**src/rtl/nes_dma_pkg.sv**
```systemverilog
// Shared definitions for the NES DMA engines: FSM state encoding and register map.
// Latency: n/a (types and constants only).
// Backpressure: n/a.
package nes_dma_pkg;

    typedef enum logic [2:0] {
        ST_IDLE,
        ST_HALT,
        ST_ALIGN,
        ST_READ,
        ST_WRITE
    } dma_state_t;

    localparam logic [15:0] OAM_DMA_REG  = 16'h4014;
    localparam logic [15:0] OAM_DATA_REG = 16'h2004;
    localparam int          OAM_SIZE     = 256;

endpackage

```
**src/rtl/oam_dma.sv**
```systemverilog
// Sprite DMA: on a $4014 write, halts the CPU and copies XFER_LEN bytes from page P to OAM ($2004).
// Latency: halt rises 1 CPU cycle after trigger; first OAM write 2-3 CPU cycles after; then 1 byte per 2 cycles.
// Backpressure: none; the engine only advances on cpu_ce and stalls (outputs held) while cpu_ce=0.
//
// Ports:
//   clk, reset_n          clock, asynchronous active-low reset
//   cpu_ce                CPU-cycle enable (one CPU cycle per clk edge with cpu_ce=1)
//   reg_we, reg_wdata     decoded $4014 write and source page number
//   cpu_halt              CPU RDY hold, high for the whole transfer
//   mem_addr, mem_rd      CPU-bus read address / read strobe, mem_rdata is the returned byte
//   oam_we, oam_wdata     write strobe and data towards the PPU $2004 port
//   done                  single-clk pulse at transfer completion
//
// Build option: define OAM_DMA_ALIGN_EN to add the parity bit and the ALIGN state, which
// keeps every READ on an even CPU cycle (513/514-cycle halts as on real hardware).
// Without it ALIGN is never entered and every transfer takes 1 + 2*XFER_LEN cycles.
module oam_dma
    import nes_dma_pkg::*;
#(
    parameter int XFER_LEN = 256,
    parameter int ADDR_W   = 16
) (
    input  logic              clk,
    input  logic              reset_n,
    input  logic              cpu_ce,
    input  logic              reg_we,
    input  logic [7:0]        reg_wdata,
    output logic              cpu_halt,
    output logic [ADDR_W-1:0] mem_addr,
    output logic              mem_rd,
    input  logic [7:0]        mem_rdata,
    output logic              oam_we,
    output logic [7:0]        oam_wdata,
    output logic              done
);

    localparam logic [7:0] LAST_IDX = 8'(XFER_LEN - 1);

    dma_state_t state;
    dma_state_t state_nxt;
    logic [7:0] page;
    logic [7:0] page_nxt;
    logic [7:0] idx;
    logic [7:0] idx_nxt;
    logic       fin;
    logic       go_align;

`ifdef OAM_DMA_ALIGN_EN
    // Parity of the current CPU cycle; 0 = even. Free-running from reset.
    logic odd;

    always_ff @(posedge clk or negedge reset_n) begin
        if (!reset_n) begin
            odd <= 1'b0;
        end else if (cpu_ce) begin
            odd <= ~odd;
        end
    end

    // The cycle after HALT has parity ~odd; if that is odd, burn one cycle so READ lands on even.
    assign go_align = ~odd;
`else
    assign go_align = 1'b0;
`endif

    always_ff @(posedge clk or negedge reset_n) begin
        if (!reset_n) begin
            state <= ST_IDLE;
        end else begin
            state <= state_nxt;
        end
    end

    always_comb begin
        state_nxt = state;
        page_nxt  = page;
        idx_nxt   = idx;
        fin       = 1'b0;
        if (cpu_ce) begin
            case (state)
                ST_IDLE: begin
                    if (reg_we) begin
                        state_nxt = ST_HALT;
                        page_nxt  = reg_wdata;
                        idx_nxt   = 8'd0;
                    end
                end
                ST_HALT:  state_nxt = go_align ? ST_ALIGN : ST_READ;
                ST_ALIGN: state_nxt = ST_READ;
                ST_READ:  state_nxt = ST_WRITE;
                ST_WRITE: begin
                    idx_nxt = idx + 8'd1;
                    if (idx == LAST_IDX) begin
                        state_nxt = ST_IDLE;
                        fin       = 1'b1;
                    end else begin
                        state_nxt = ST_READ;
                    end
                end
                default: state_nxt = ST_IDLE;
            endcase
        end
    end

    // Outputs are registered from the next state so they are valid for the whole CPU cycle
    // of that state. With cpu_ce=0 the next state equals the current one, so everything holds.
    // oam_wdata doubles as the read buffer: it captures the byte at the edge that ends READ.
    always_ff @(posedge clk or negedge reset_n) begin
        if (!reset_n) begin
            page      <= 8'd0;
            idx       <= 8'd0;
            cpu_halt  <= 1'b0;
            mem_rd    <= 1'b0;
            mem_addr  <= '0;
            oam_we    <= 1'b0;
            oam_wdata <= 8'd0;
            done      <= 1'b0;
        end else begin
            page     <= page_nxt;
            idx      <= idx_nxt;
            cpu_halt <= (state_nxt != ST_IDLE);
            mem_rd   <= (state_nxt == ST_READ);
            oam_we   <= (state_nxt == ST_WRITE);
            done     <= fin;
            if (cpu_ce && state_nxt == ST_READ) begin
                mem_addr <= ADDR_W'({page_nxt, idx_nxt});
            end
            if (cpu_ce && state == ST_READ) begin
                oam_wdata <= mem_rdata;
            end
        end
    end

endmodule

```
**config.mk**
```make
export PLATFORM = sky130hd
export DESIGN_NAME = oam_dma
export DESIGN_NICKNAME = d
export VERILOG_FILES = /design/src/rtl/nes_dma_pkg.sv /design/src/rtl/oam_dma.sv
export SDC_FILE = /design/constraint.sdc
export NUM_CORES = 1
export LEC_CHECK = 0
export BUFFER_PORTS_ARGS = -buffer_cell sky130_fd_sc_hd__clkbuf_2
export CAP_MARGIN = 0
export CORE_AREA = 2 2 57 70
export CTS_BUF_LIST = sky130_fd_sc_hd__clkbuf_8
export CTS_CLUSTER_DIAMETER = 150
export DETAILED_ROUTE_END_ITERATION = 10
export DIE_AREA = 0 0 59 72
export PLACE_DENSITY = 0.83
export RECOVER_POWER = 25
export REMOVE_ABC_BUFFERS = 1
export SLEW_MARGIN = 20
export SYNTH_ARGS = -nofsm -noshare
export SYNTH_HDL_FRONTEND = slang
export SYNTH_SLANG_ARGS = --single-unit
```
**constraint.sdc**
```tcl
create_clock -name clk -period 3.05 [get_ports clk]
set_clock_uncertainty 0.05 [all_clocks]
set_input_delay 0.305 -clock clk [delete_from_list [all_inputs] [get_ports clk]]
set_output_delay 0.305 -clock clk [all_outputs]
set_load 0.01 [all_outputs]
```
======== Yosys cells after proc, flatten, opt, wreduce, memory -nomap -nowiden ========
Cells that the tools add are included.
operators by class
  add/subtract/negate cells ............... 1
  eq/ne operators ......................... 7
  mux-type cells .......................... 13
  reductions and logical operators ........ 5
operators by type and width
  operator                                              number
  two-way mux 8 bit                                     5
  case mux 8 bit (2 select lines)                       1
  case mux 3 bit (4 select lines)                       1
  equality test 3 x 2 -> 1 bit (second input constant)  3
  adder 8 x 1 -> 8 bit (second input constant)          1
  equality test 8 bit (second input constant)           1
  equality test 3 bit (second input constant)           2
  two-way mux 3 bit                                     2
  equality test 3 x 1 -> 1 bit (second input constant)  1
  logical NOT 3 bit                                     1
  two-way mux 1 bit                                     3
  nonzero test 3 bit                                    1
  logical AND 1 bit                                     2
  two-way mux 2 bit                                     1
  OR reduction 2 bit                                    1
storage, ports and cells
  register bits ........................... 47
  bits of input ports ..................... 20
  output and inout bits ................... 28
  logic and storage cells ................. 35

======== Depth between registers and ports, before layout ========
  word-level depth ........................ 6
  depth in mapped cells ................... 7
  mapped depth without buffers ............ 5

======== Worst setup path after synthesis ========
Ideal clock, no wire load.
  kind .................................... register -> register
  start ................................... register idx[0]
  end ..................................... register mem_addr[10]
  setup time .............................. 0.125 ns
  data arrival time ....................... 1.845 ns
  data required time ...................... 2.875 ns
  setup slack ............................. 1.030 ns
  stages on the path, launching flop included .. 8
  buffers on the path ..................... 2
  period minus slack after synthesis ...... 2.020 ns
  cell sequence ........................... dfrtp_1 -> ha_1 -> nand3_2 -> or3_4 -> a22o_1 -> buf_6 -> buf_12 -> mux2_4
between the ends
  cells in the longest elaborated chain, start to end .. 6
ends and longest elaborated chain
  what                             RTL line        RTL
  from (decl)                      oam_dma.sv:43   logic [7:0] idx;
  from (signal assigned)           oam_dma.sv:120  idx <= idx_nxt;
  equality test 8 bit              oam_dma.sv:93   if (idx == LAST_IDX) begin
  two-way mux 2 bit                oam_dma.sv:93
  case mux 3 bit (4 select lines)  oam_dma.sv:80   case (state)
  two-way mux 3 bit                oam_dma.sv:79   if (cpu_ce) begin
  equality test 3 x 2 -> 1 bit     oam_dma.sv:125  if (cpu_ce && state_nxt == ST_READ) begin
  logical AND 1 bit                oam_dma.sv:125
  to (signal assigned)             oam_dma.sv:126  mem_addr <= ADDR_W'({page_nxt, idx_nxt});
  to (decl)                        oam_dma.sv:29   output logic [ADDR_W-1:0] mem_addr,
No other way between the ends.
A chain may end at the register's enable or synchronous reset.

======== Final worst setup path ========
  start ................................... register state[2]
  end ..................................... register mem_addr[5]
between the ends
  cells in the longest elaborated chain, start to end .. 6
  elaborated cells between the ends (all ways) .. 13
  classes of those cells .................. 5 x eq/ne; 5 x mux; 3 x reduce/logical
ends and longest elaborated chain
  what                                                                                 RTL line        RTL
  from (decl)                                                                          oam_dma.sv:39   dma_state_t state;
  from (signal assigned)                                                               oam_dma.sv:70   state <= state_nxt;
  equality test 3 x 2 -> 1 bit / equality test 3 x 1 -> 1 bit (equally long branches)  oam_dma.sv:80
  OR reduction 2 bit (no line)                                                         -
  case mux 3 bit (4 select lines)                                                      oam_dma.sv:80
  two-way mux 3 bit                                                                    oam_dma.sv:79
  equality test 3 x 2 -> 1 bit                                                         oam_dma.sv:125
  logical AND 1 bit                                                                    oam_dma.sv:125
Several ways; a longest one is shown, not always the timed one.

==> flow_metrics.tcl <==
set metrics [dict create \
    status "finished, final reports clean" \
    maxCapViolCount 0 \
    max_freq_ghz 0.4282 \
    yosys.area.top_type "dfrtp_1" \
    leakagePower_nw 1.154 \
    p_int_mw 1.645 \
    track_usage_pct 20.13 \
    synth.avg_cell_area_sq_um 13.75 \
    dp_hpwl_mm 2.716 \
    hold_end "oam_wdata[2]" \
    synth_edf_count 0 \
    insertion_delay_ns 0.29 \
    yosys.area.top_type_share_pct 58.20 \
    cts_root_buffer "clkbuf_8" \
    crit_path_end_kind "flip-flop" \
    clk_pin_slew_ns 0.08 \
    yosysWarnings 0 \
    synthTopCellsByArea "dfrtp_1, mux2_2, mux2_4, a22o_1, nand3_1" \
    cp_data_arrival_time_ns 2.47 \
    area_growth_pct 17.21 \
    critPathBufInv 0 \
    vias 1355 \
    hold_path_class "in -> reg" \
    drcViolationCount 0 \
    hp-start "mem_rdata[2]" \
    r2r-start "state[2]" \
    cts_tree "yes" \
    worst_path_dominant_cell_family "compound AO/OA/AOI/OAI gates" \
    wl_mm 3.825 \
    ir_drop_mv 0.5190 \
    ys_seq_elements 47 \
    power_density_nw_per_um2 1036 \
    cts.sinks 47 \
    ys_seq_area_share_pct 58.20 \
    wl_met3_um 210 \
    rr_worst_depth 3 \
    io_pins 48 \
    synthTopCellsByCount "dfrtp_1, mux2_2, mux2_4" \
    syn_area_sq_um 2021 \
    hold_violations 0 \
    num_rows 24 \
    grt_overflow_total 0 \
    cts_buffers 5 \
    max-slew-margin-rel_pct 26.12 \
    maxSlewViolCount 0 \
    worst_pin_slew_ns 1.108 \
    diodes 0 \
    grt_pass1_wl_mm 6.375 \
    final_layout_size_suffix_gt1_share_pct 45.41 \
    gp_congestion 0.8379 \
    async_flop_share_pct 100.0 \
    p_comb_share_pct 38.3 \
    crit_slowest_cell "a22o_1" \
    postSynthCellCount 147 \
    ys.flop_type "dfrtp_1" \
    via_per_inst 5.766 \
    core-area_sq_um 3543 \
    r2r_slack_ns 0.71 \
    p_clk_share_pct 17.3 \
    dr_wl_met2_mm 1.968 \
    critPathMaxStageDelay_ns 0.81 \
    seqPwrFrac_pct 44.4 \
    grt_pass1_vias 1395 \
    die_w_um 59 \
    wl_per_cell_um 16.28 \
    met1_length_mm 1.566 \
    drtIter0Drc 33 \
    p_switching_mw 0.8084 \
    whs_path_depth 2 \
    synth_cell_types 37 \
    clock_path_buffers 2 \
    fin_crit_sh_pct 76.57 \
    io_buffers 47 \
    nets 217 \
    grt_setup_unrepaired "false" \
    cts_resized 0 \
    crit_path_max_fanout 18 \
    highest_layer "met4" \
    cts.htree.levels 2 \
    die-area_sq_um 4248 \
    grt_start_max_net_pins 48 \
    drtPass1Iterations 4 \
    total_power_mw 2.454 \
    critPathLaunchType "flip-flop" \
    swShare_pct 32.95 \
    final-setup-viol-count 0 \
    synth.most_common_cell "dfrtp_1" \
    required_ns 3.18 \
    critPathKind "reg -> reg" \
    crit_chain "and4bb_2 > a22o_1 > mux2_2" \
    detail-route-antenna-nets 0 \
    start_util_pct 57.03 \
    rr_endpoint "mem_addr[5]" \
    period_needed_ns 2.335 \
    antenna_found_initial 0 \
    die_h_um 72 \
    tns_ns 0 \
]
## per-layer routing
layer | track usage, % | vias up
li1 | - | 637
met1 | 24.03 | 666
met5 | 0 | -
met4 | 7.828 | 0
met2 | 34.07 | 45
met3 | 5.704 | 7
## cell type report
cell class                 instances  area, sq um
multi-input combinational         90        780.7
tap                               39        48.80
timing repair buffer              48        245.2
inverter                           4        15.01
sequential                        47         1176
fill                             282         1175
clock buffer                       5        68.82
clock inverter                     2        33.78
## cells in the final DEF (no fill, tap or decap), types with 2 or more instances in the layout
master	instances
a221o_1	2
a22o_1	4
a31oi_1	2
and2_1	2
clkbuf_2	47
clkbuf_8	5
dfrtp_1	47
inv_1	5
mux2_2	24
mux2_4	8
nand2_1	4
nand2b_1	2
nand3_1	7
nor2_1	5
nor4_1	2
o2111ai_1	2
o21ai_0	6
or4_1	3
## timing repair
| action | in CTS | in global routing |
|---|---|---|
| buffers inserted | 0 | 0 |
| endpoints found under the hold margin | 0 | 34 |
| hold buffers | 0 | 1 |
## cells by family (layout without fill, tap and decap cells)
group / after synthesis / after routing / share of synthesized area (%)
XOR/XNOR: 2 / 2 / 0.8670
AND/OR/NAND/NOR: 34 / 34 / 10.46
adder cells (fa/ha/maj): 1 / 1 / 0.6191
AO/OA/AOI/OAI: 21 / 21 / 7.368
flip-flops: 47 / 47 / 58.20
buffers and inverters: 10 / 59 / 3.158
multiplexers: 32 / 32 / 19.32
## how the worst max path moves through the flow
| stage | cells after the start | end | slack (ns) | startpoint |
|---|---|---|---|---|
| 2_1_floorplan | 5 | mem_addr[10] | 0.98 | idx[0] |
| 3_3_place_gp | 3 | mem_addr[5] | 0.78 | state[2] |
| 3_5_place_dp | 5 | mem_addr[5] | 0.72 | idx[0] |
| 4_1_cts | 5 | mem_addr[11] | 0.70 | idx[0] |
| 5_1_grt | 3 | mem_addr[2] | 0.60 | state[2] |
| 6_report | 3 | mem_addr[5] | 0.71 | state[2] |
## registers in the layout (all words and copies together) (netlist names)
signal	cells
state	3
oam_wdata	8
done	1
oam_we	1
cpu_halt	1
page	8
idx	8
mem_addr	16
mem_rd	1
## stage by stage
stage	area [sq um]	setup WS, ns	hold slack (ns)	cells	util, %
2_1_floorplan	1972	0.9750	-0.04059	141	-
3_3_place_gp	2256	0.7822	0.4287	227	63.67
3_5_place_dp	2256	0.7241	0.4399	227	63.67
4_1_cts	2359	0.7046	0.1833	234	66.56
5_1_grt	2369	0.6025	0.1779	235	66.84
6_report	2369	0.7145	0.1920	235	66.84
## power by group through the flow
stage / sequential [mW] / clock [mW] / combinational [mW]
after floorplan: 1.14 / 0 / 0.564
after global placement: 1.08 / 0 / 0.910
after detailed placement: 1.10 / 0 / 0.951
after CTS: 1.09 / 0.434 / 0.954
after global routing: 1.13 / 0.461 / 1.03
final: 1.09 / 0.424 / 0.940
## worst register-to-register path: stages (launching register included)
cell	delay [ns]
dfrtp_1	0.59
and4bb_2	0.35
a22o_1	0.81
mux2_2	0.43
Note: power is estimated with default switching activity, not from simulation.
